==> src/rtl/log2_pipe.sv <==
// log2_pipe: three-stage pipelined binary-logarithm converter using the
// Mitchell approximation. The result is the leading-one position (integer
// part of log2) plus the bits below it, MSB-aligned, as the fraction.
//
// Stage 1 registers the operand magnitude and sign.
// Stage 2 finds the leading one with a tree of 4-bit detectors.
// Stage 3 normalises the mantissa and optionally applies a two-region
//   error correction, then drives the registered outputs.
//
// Ports:
//   clk        rising-edge clock
//   rst_n      asynchronous active-low reset
//   in_valid   operand valid
//   in_ready   block accepts an operand this cycle
//   in_data    operand, DATA_W bits (two's complement when SIGNED_IN=1)
//   out_valid  result valid
//   out_ready  downstream accepts the result
//   out_pos    leading-one index, POS_W bits
//   out_frac   fraction, FRAC_W bits
//   out_zero   operand magnitude was zero
//   out_sign   operand sign (always 0 when SIGNED_IN=0)
//
// The whole pipeline advances together: when the output holds a result
// that is not taken, every stage freezes. Bubbles are carried, not squeezed.

module log2_pipe #(
  parameter int DATA_W    = 16,
  parameter int FRAC_W    = 12,
  parameter int SIGNED_IN = 0,
  parameter int CORR_EN   = 0,
  parameter int POS_W     = $clog2(DATA_W)
) (
  input  logic              clk,
  input  logic              rst_n,
  input  logic              in_valid,
  output logic              in_ready,
  input  logic [DATA_W-1:0] in_data,
  output logic              out_valid,
  input  logic              out_ready,
  output logic [POS_W-1:0]  out_pos,
  output logic [FRAC_W-1:0] out_frac,
  output logic              out_zero,
  output logic              out_sign
);

  localparam int NG = DATA_W / 4;      // number of 4-bit groups
  localparam int LG = $clog2(NG);      // merge levels in the detector tree

  // Leading-one detect: each nibble yields (any, absolute index), then
  // pairs are merged level by level, preferring the upper half. The merge
  // is done in place; node i at one level only reads nodes 2i and 2i+1,
  // which are never overwritten before being read.
  function automatic logic [POS_W:0] lod_tree(input logic [DATA_W-1:0] m);
    logic             node_v [NG];
    logic [POS_W-1:0] node_p [NG];
    logic [3:0]       nib;
    logic [1:0]       loc;
    for (int g = 0; g < NG; g++) begin
      nib = m[4*g +: 4];
      casez (nib)
        4'b1???: loc = 2'd3;
        4'b01??: loc = 2'd2;
        4'b001?: loc = 2'd1;
        default: loc = 2'd0;
      endcase
      node_v[g] = |nib;
      node_p[g] = POS_W'(4 * g) + {{(POS_W-2){1'b0}}, loc};
    end
    for (int l = 0; l < LG; l++) begin
      for (int i = 0; i < (NG >> (l + 1)); i++) begin
        node_p[i] = node_v[2*i+1] ? node_p[2*i+1] : node_p[2*i];
        node_v[i] = node_v[2*i+1] | node_v[2*i];
      end
    end
    return {node_v[0], node_p[0]};
  endfunction

  // Two-region Mitchell correction. Below one half the error grows with f,
  // above one half it shrinks with (1 - f); a quarter of either is added.
  // The sum cannot really exceed all-ones, but it is clamped so the fraction
  // can never wrap or spill into the integer part.
  function automatic logic [FRAC_W-1:0] mitchell_corr(input logic [FRAC_W-1:0] f);
    logic [FRAC_W-1:0] addend;
    logic [FRAC_W:0]   sum;
    addend = f[FRAC_W-1] ? ((~f) >> 2'd2) : (f >> 2'd2);
    sum    = {1'b0, f} + {1'b0, addend};
    return sum[FRAC_W] ? {FRAC_W{1'b1}} : sum[FRAC_W-1:0];
  endfunction

  logic              adv;
  logic              sign_in;
  logic [DATA_W-1:0] mag_in;

  logic              s1_valid;
  logic [DATA_W-1:0] s1_mag;
  logic              s1_sign;

  logic [POS_W:0]    lod_res;

  logic              s2_valid;
  logic [DATA_W-1:0] s2_mag;
  logic [POS_W-1:0]  s2_pos;
  logic              s2_zero;
  logic              s2_sign;

  logic [POS_W:0]    shamt;
  logic [FRAC_W-1:0] frac_raw;
  logic [FRAC_W-1:0] frac_fin;

  assign adv      = !out_valid | out_ready;
  assign in_ready = adv;
  assign lod_res  = lod_tree(s1_mag);

  // Operand magnitude and sign. The negation is done one bit wider so the
  // most negative operand yields its true magnitude 2^(DATA_W-1).
  always_comb begin
    sign_in = 1'b0;
    mag_in  = in_data;
    if (SIGNED_IN != 0) begin
      sign_in = in_data[DATA_W-1];
      if (in_data[DATA_W-1]) begin
        mag_in = DATA_W'({(DATA_W+1){1'b0}} - {in_data[DATA_W-1], in_data});
      end else begin
        mag_in = in_data;
      end
    end else begin
      sign_in = 1'b0;
      mag_in  = in_data;
    end
  end

  // Stage 1 register: magnitude and sign.
  always_ff @(posedge clk or negedge rst_n) begin
    if (!rst_n) begin
      s1_valid <= 1'b0;
      s1_mag   <= '0;
      s1_sign  <= 1'b0;
    end else if (adv) begin
      s1_valid <= in_valid;
      s1_mag   <= mag_in;
      s1_sign  <= sign_in;
    end
  end

  // Stage 2 register: magnitude, leading-one position, zero flag, sign.
  always_ff @(posedge clk or negedge rst_n) begin
    if (!rst_n) begin
      s2_valid <= 1'b0;
      s2_mag   <= '0;
      s2_pos   <= '0;
      s2_zero  <= 1'b0;
      s2_sign  <= 1'b0;
    end else if (adv) begin
      s2_valid <= s1_valid;
      s2_mag   <= s1_mag;
      s2_pos   <= lod_res[POS_W] ? lod_res[POS_W-1:0] : {POS_W{1'b0}};
      s2_zero  <= !lod_res[POS_W];
      s2_sign  <= s1_sign;
    end
  end

  // Mantissa normalisation. Shifting left by (DATA_W - pos) pushes the
  // leading one out of the top of the magnitude field, leaving the bits
  // below it at the top; the FRAC_W zeros appended below supply zero-fill
  // when pos < FRAC_W, and the low bits are simply dropped when pos > FRAC_W.
  // pos = 0 shifts by DATA_W and gives an all-zero fraction.
  always_comb begin
    shamt    = (POS_W+1)'(DATA_W) - {1'b0, s2_pos};
    frac_raw = FRAC_W'(({s2_mag, {FRAC_W{1'b0}}} << shamt) >> DATA_W);
    if (s2_zero) begin
      frac_fin = {FRAC_W{1'b0}};
    end else if (CORR_EN != 0) begin
      frac_fin = mitchell_corr(frac_raw);
    end else begin
      frac_fin = frac_raw;
    end
  end

  // Stage 3 register: the block outputs.
  always_ff @(posedge clk or negedge rst_n) begin
    if (!rst_n) begin
      out_valid <= 1'b0;
      out_pos   <= '0;
      out_frac  <= '0;
      out_zero  <= 1'b0;
      out_sign  <= 1'b0;
    end else if (adv) begin
      out_valid <= s2_valid;
      out_pos   <= s2_zero ? {POS_W{1'b0}} : s2_pos;
      out_frac  <= frac_fin;
      out_zero  <= s2_zero;
      out_sign  <= s2_sign;
    end
  end

endmodule
==> config.mk <==
export PLATFORM = sky130hd
export DESIGN_NAME = log2_pipe
export DESIGN_NICKNAME = d
export VERILOG_FILES = /design/src/rtl/log2_pipe.sv
export SDC_FILE = /design/constraint.sdc
export NUM_CORES = 1
export LEC_CHECK = 0
export ABC_AREA = 1
export CAP_MARGIN = 5
export CORE_MARGIN = 4
export CORE_UTILIZATION = 55
export DETAILED_ROUTE_END_ITERATION = 8
export PLACE_DENSITY = 0.86
export SLEW_MARGIN = 20
export SYNTH_ARGS = -nofsm -noshare
export SYNTH_HDL_FRONTEND = slang
export SYNTH_SLANG_ARGS = --single-unit
==> constraint.sdc <==
create_clock -name clk -period 2.4 [get_ports clk]
set_clock_uncertainty 0.2 [all_clocks]
set_input_delay 0.72 -clock clk [delete_from_list [all_inputs] [get_ports clk]]
set_output_delay 0.72 -clock clk [all_outputs]
set_load 0.01 [all_outputs]
==> summary.md <==
| Metric | Value |
|---|---|
| Adder-cell share of the synthesized area | `0.004186` |
| Setup Fix Bufs, Post-CTS | `0` |
| Post-synthesis mux area share | `0` |
| Post-DRT Antenna Nets | `0` |
| Static Leak | `1.749 nW` |
| Critical Path Fanout Max | `2` |
| Compound-gate portion of the synthesized area | `0.09627` |
| Die area | `0.006678 mm²` |
| Ports | `40` |
| Die height | `81.72 µm` |
| Global Route Usage Sum | `0.2004` |
| Vias in the first global route | `2397` |
| Fin crit period | `2.320 ns` |
| Clock tree from TritonCTS | `yes` |
| Distinct cells, synth | `26` |
| Reg area | `0.001426 mm²` |
| Yosys warnings | `0` |
| First drt pass iteration count | `5` |
| Number of flops mapped to enable cells by yosys | `0` |
| First-pass GRT wire length | `10340 µm` |
| Worst hold path type | `input pin to async pin` |
| Fillers | `410` |
| Vias per cell | `5.154` |
| Top_reg_cell synth | `dfrtp_1` |
| Mapped Area | `0.002989 mm²` |
| Tcrit/Tclk final | `0.9665` |
| RSZ-0062 raised after global routing | `no` |
| Peak supply drop | `0.6639 mV` |
| Clock transition at path regs | `0.07 ns` |
| Synth Area in Simple Gates | `0.3357` |
| Final WL | `5983 µm` |
| Initial Util | `0.5779` |
| Outcome | `completed` |
| Area delta synth->final | `19.25%` |
| Area of the multi-input gates | `0.001308 mm²` |
| Sequential fraction of the synthesis area | `0.4772` |
| Synth async-reset ratio | `1.000` |
| Internal | `2.767 mW` |
| Gp weighted congestion | `0.8351` |
| Wire length per cell after detailed routing | `11.94 µm` |
| Die width | `81.72 µm` |
| Worst-Skew Late Latency | `0.34 ns` |
| Largest net degree at the start of global routing | `60` |
| Initial antenna violation count | `0` |
| NumNets Final | `447` |
| Post-DP HPWL | `4215 µm` |
| Crit path required time | `1.48 ns` |
| Seq pwr share | `0.309` |
| Synth Register Bits | `57` |
| Sw Ratio | `0.4341` |
| Max-slew headroom | `0.6547` |
| CP Class | `input pin to primary output` |
| Arrival @ worst endpoint | `1.40 ns` |
| Core area | `0.005172 mm²` |
| Startpoint Class | `input pin` |
| Worst Setup End Kind | `primary output` |
| Final slew viol count | `0` |
| DRC viols | `0` |
| DRT iter0 DRCs | `212` |
| Fmax | `431.1 MHz` |
| GR Overflow Total | `0` |
| Largest family of logic cells by synthesized area | `simple AND/OR/NAND/NOR gates` |
| Max cap viols | `0` |
| Overall power | `4.889 mW` |
| Final Hold Vio Count | `0` |
| # diodes | `0` |
| P_sw | `2.122 mW` |
| H-tree levels | `3` |
| Comb pwr share | `0.507` |
| Sink Count | `57` |
| Layout cells sized above 1 | `0.1021` |
| Syn_area_per_cell | `7.684 µm²` |
| Clock power frac | `0.183` |
| Worst-Margin Slew | `0.5180 ns` |
| Clock Tree Buf Depth | `2` |
| Vias | `2582` |
| Root buffer cell | `clkbuf_8` |
| Post-Syn Instances | `389` |
| Final setup violating endpoints | `0` |
| I/O Buffers | `38` |
| CTS buffer count | `9` |
| Post-route design area | `0.003565 mm²` |
| Syn_nets | `410` |
| XOR/XNOR share of the synthesized area | `0` |
| Row count | `26` |
| Power Density | `1372 mW/mm²` |
| Placed cell area | `0.003371 mm²` |
-- layout by cell type, fill, tap and decap left out --
master,count
a22o_1,1
inv_1,23
nand4_1,1
nand2_1,148
buf_12,1
buf_4,6
a21oi_2,1
clkinvlp_4,2
a21oi_1,2
dfrtp_1,57
nor2_4,4
nand2_2,5
o21ai_0,42
nand3_2,3
bufinv_16,1
o211ai_1,2
conb_1,1
inv_2,6
clkinv_2,2
nor3_1,1
nand3_1,52
o21ai_1,7
clkdlybuf4s50_1,35
ha_1,1
nand3b_1,1
buf_2,1
clkbuf_8,10
clkbuf_1,1
nand2_4,2
nor2_1,9
dlygate4sd2_1,2
and2_1,1
-- repair_timing --
action,4_1_cts,5_1_grt
resized for setup,2,0
endpoints found under the setup margin,1,0
hold buffers,0,0
-- cell type report --
class	instances	share of cell area
Tap cell	70	0.02457
Sequential cell	57	0.4001
Clock buffer	11	0.03966
Inverter	29	0.03054
Timing Repair Buffer	45	0.1229
Clock inverter	5	0.01544
Multi-Input combinational cell	284	0.3668
-- flip-flops by register name, indices dropped and copies added, names as in the netlist, 4 cells and up --
| signal | flops |
|---|---|
| out_frac | 12 |
| out_pos | 4 |
| s1_mag | 16 |
| s2_mag | 16 |
| s2_pos | 4 |
-- cell usage after synthesis, types with 3 or more instances --
library cell / n / share of area
nor2_1: 9 / 0.011
buf_4: 3 / 0.0075
buf_2: 3 / 0.0050
buf_6: 8 / 0.030
inv_2: 6 / 0.0075
nand3_1: 52 / 0.087
nor2_4: 4 / 0.015
dfrtp_1: 57 / 0.48
o21ai_0: 42 / 0.070
inv_1: 23 / 0.029
nand3_2: 3 / 0.010
nand2_2: 5 / 0.010
o21ai_1: 7 / 0.012
clkbuf_1: 5 / 0.0063
nand2_1: 148 / 0.19
-- worst max-delay path: stages --
cell	delay, ns
dlygate4sd2_1	0.25
nor2_4	0.11
inv_2	0.04
dlygate4sd2_1	0.27
-- per-layer routing --
metal,GRT usage,wire [µm]
met1,0.2505,2789
met2,0.3231,2807
met4,0.1013,59
met3,0.04825,327
met5,0,0
-- cells by family (layout without fill, tap and decap cells) --
family / count (synthesis) / after routing
compound gates: 55 / 55
flops: 57 / 57
other cells: 1 / 1
buf+inv: 48 / 90
simple gates: 227 / 227
fa+ha+maj: 1 / 1
-- through the flow --
| stage | instances | TNS (ns) | setup WS (ns) | hold WS (ns) | util |
|---|---|---|---|---|---|
| after detailed placement | 485 | -2.728 | -0.3680 | 0.2490 | 0.6517 |
| after global routing | 501 | 0 | 0.03631 | 0.1897 | 0.6892 |
| final | 501 | 0 | 0.08034 | 0.1668 | 0.6892 |
| after CTS | 501 | 0 | 0.07286 | 0.1686 | 0.6892 |
| after floorplan | 389 | 0 | 0.3511 | 0.2227 | - |
| after global placement | 485 | -1.992 | -0.3595 | 0.2415 | 0.6517 |
-- path summary, 6_finish.rpt --
check / start / endpoint / slack [ns] / cells after the start
min in group clk: s2_valid / out_valid / 0.26 / 2
max reg2reg: out_valid / out_frac[1] / 0.56 / 7
min reg2reg: s2_valid / out_valid / 0.26 / 2
max in group asynchronous: rst_n / out_pos[1] / 1.59 / 2
min: rst_n / out_frac[9] / 0.17 / 2
max: out_ready / in_ready / 0.08 / 4
-- power by group through the flow --
stage                     Clock, mW  Sequential, mW  Combinational (mW)
after floorplan                   0            1.56                1.86
final                         0.897            1.51                2.48
after global placement            0            1.51                2.41
after CTS                     0.914            1.51                2.48
after detailed placement          0            1.53                2.47
after global routing          0.956            1.55                2.82
(Power assumes the default switching activity.)
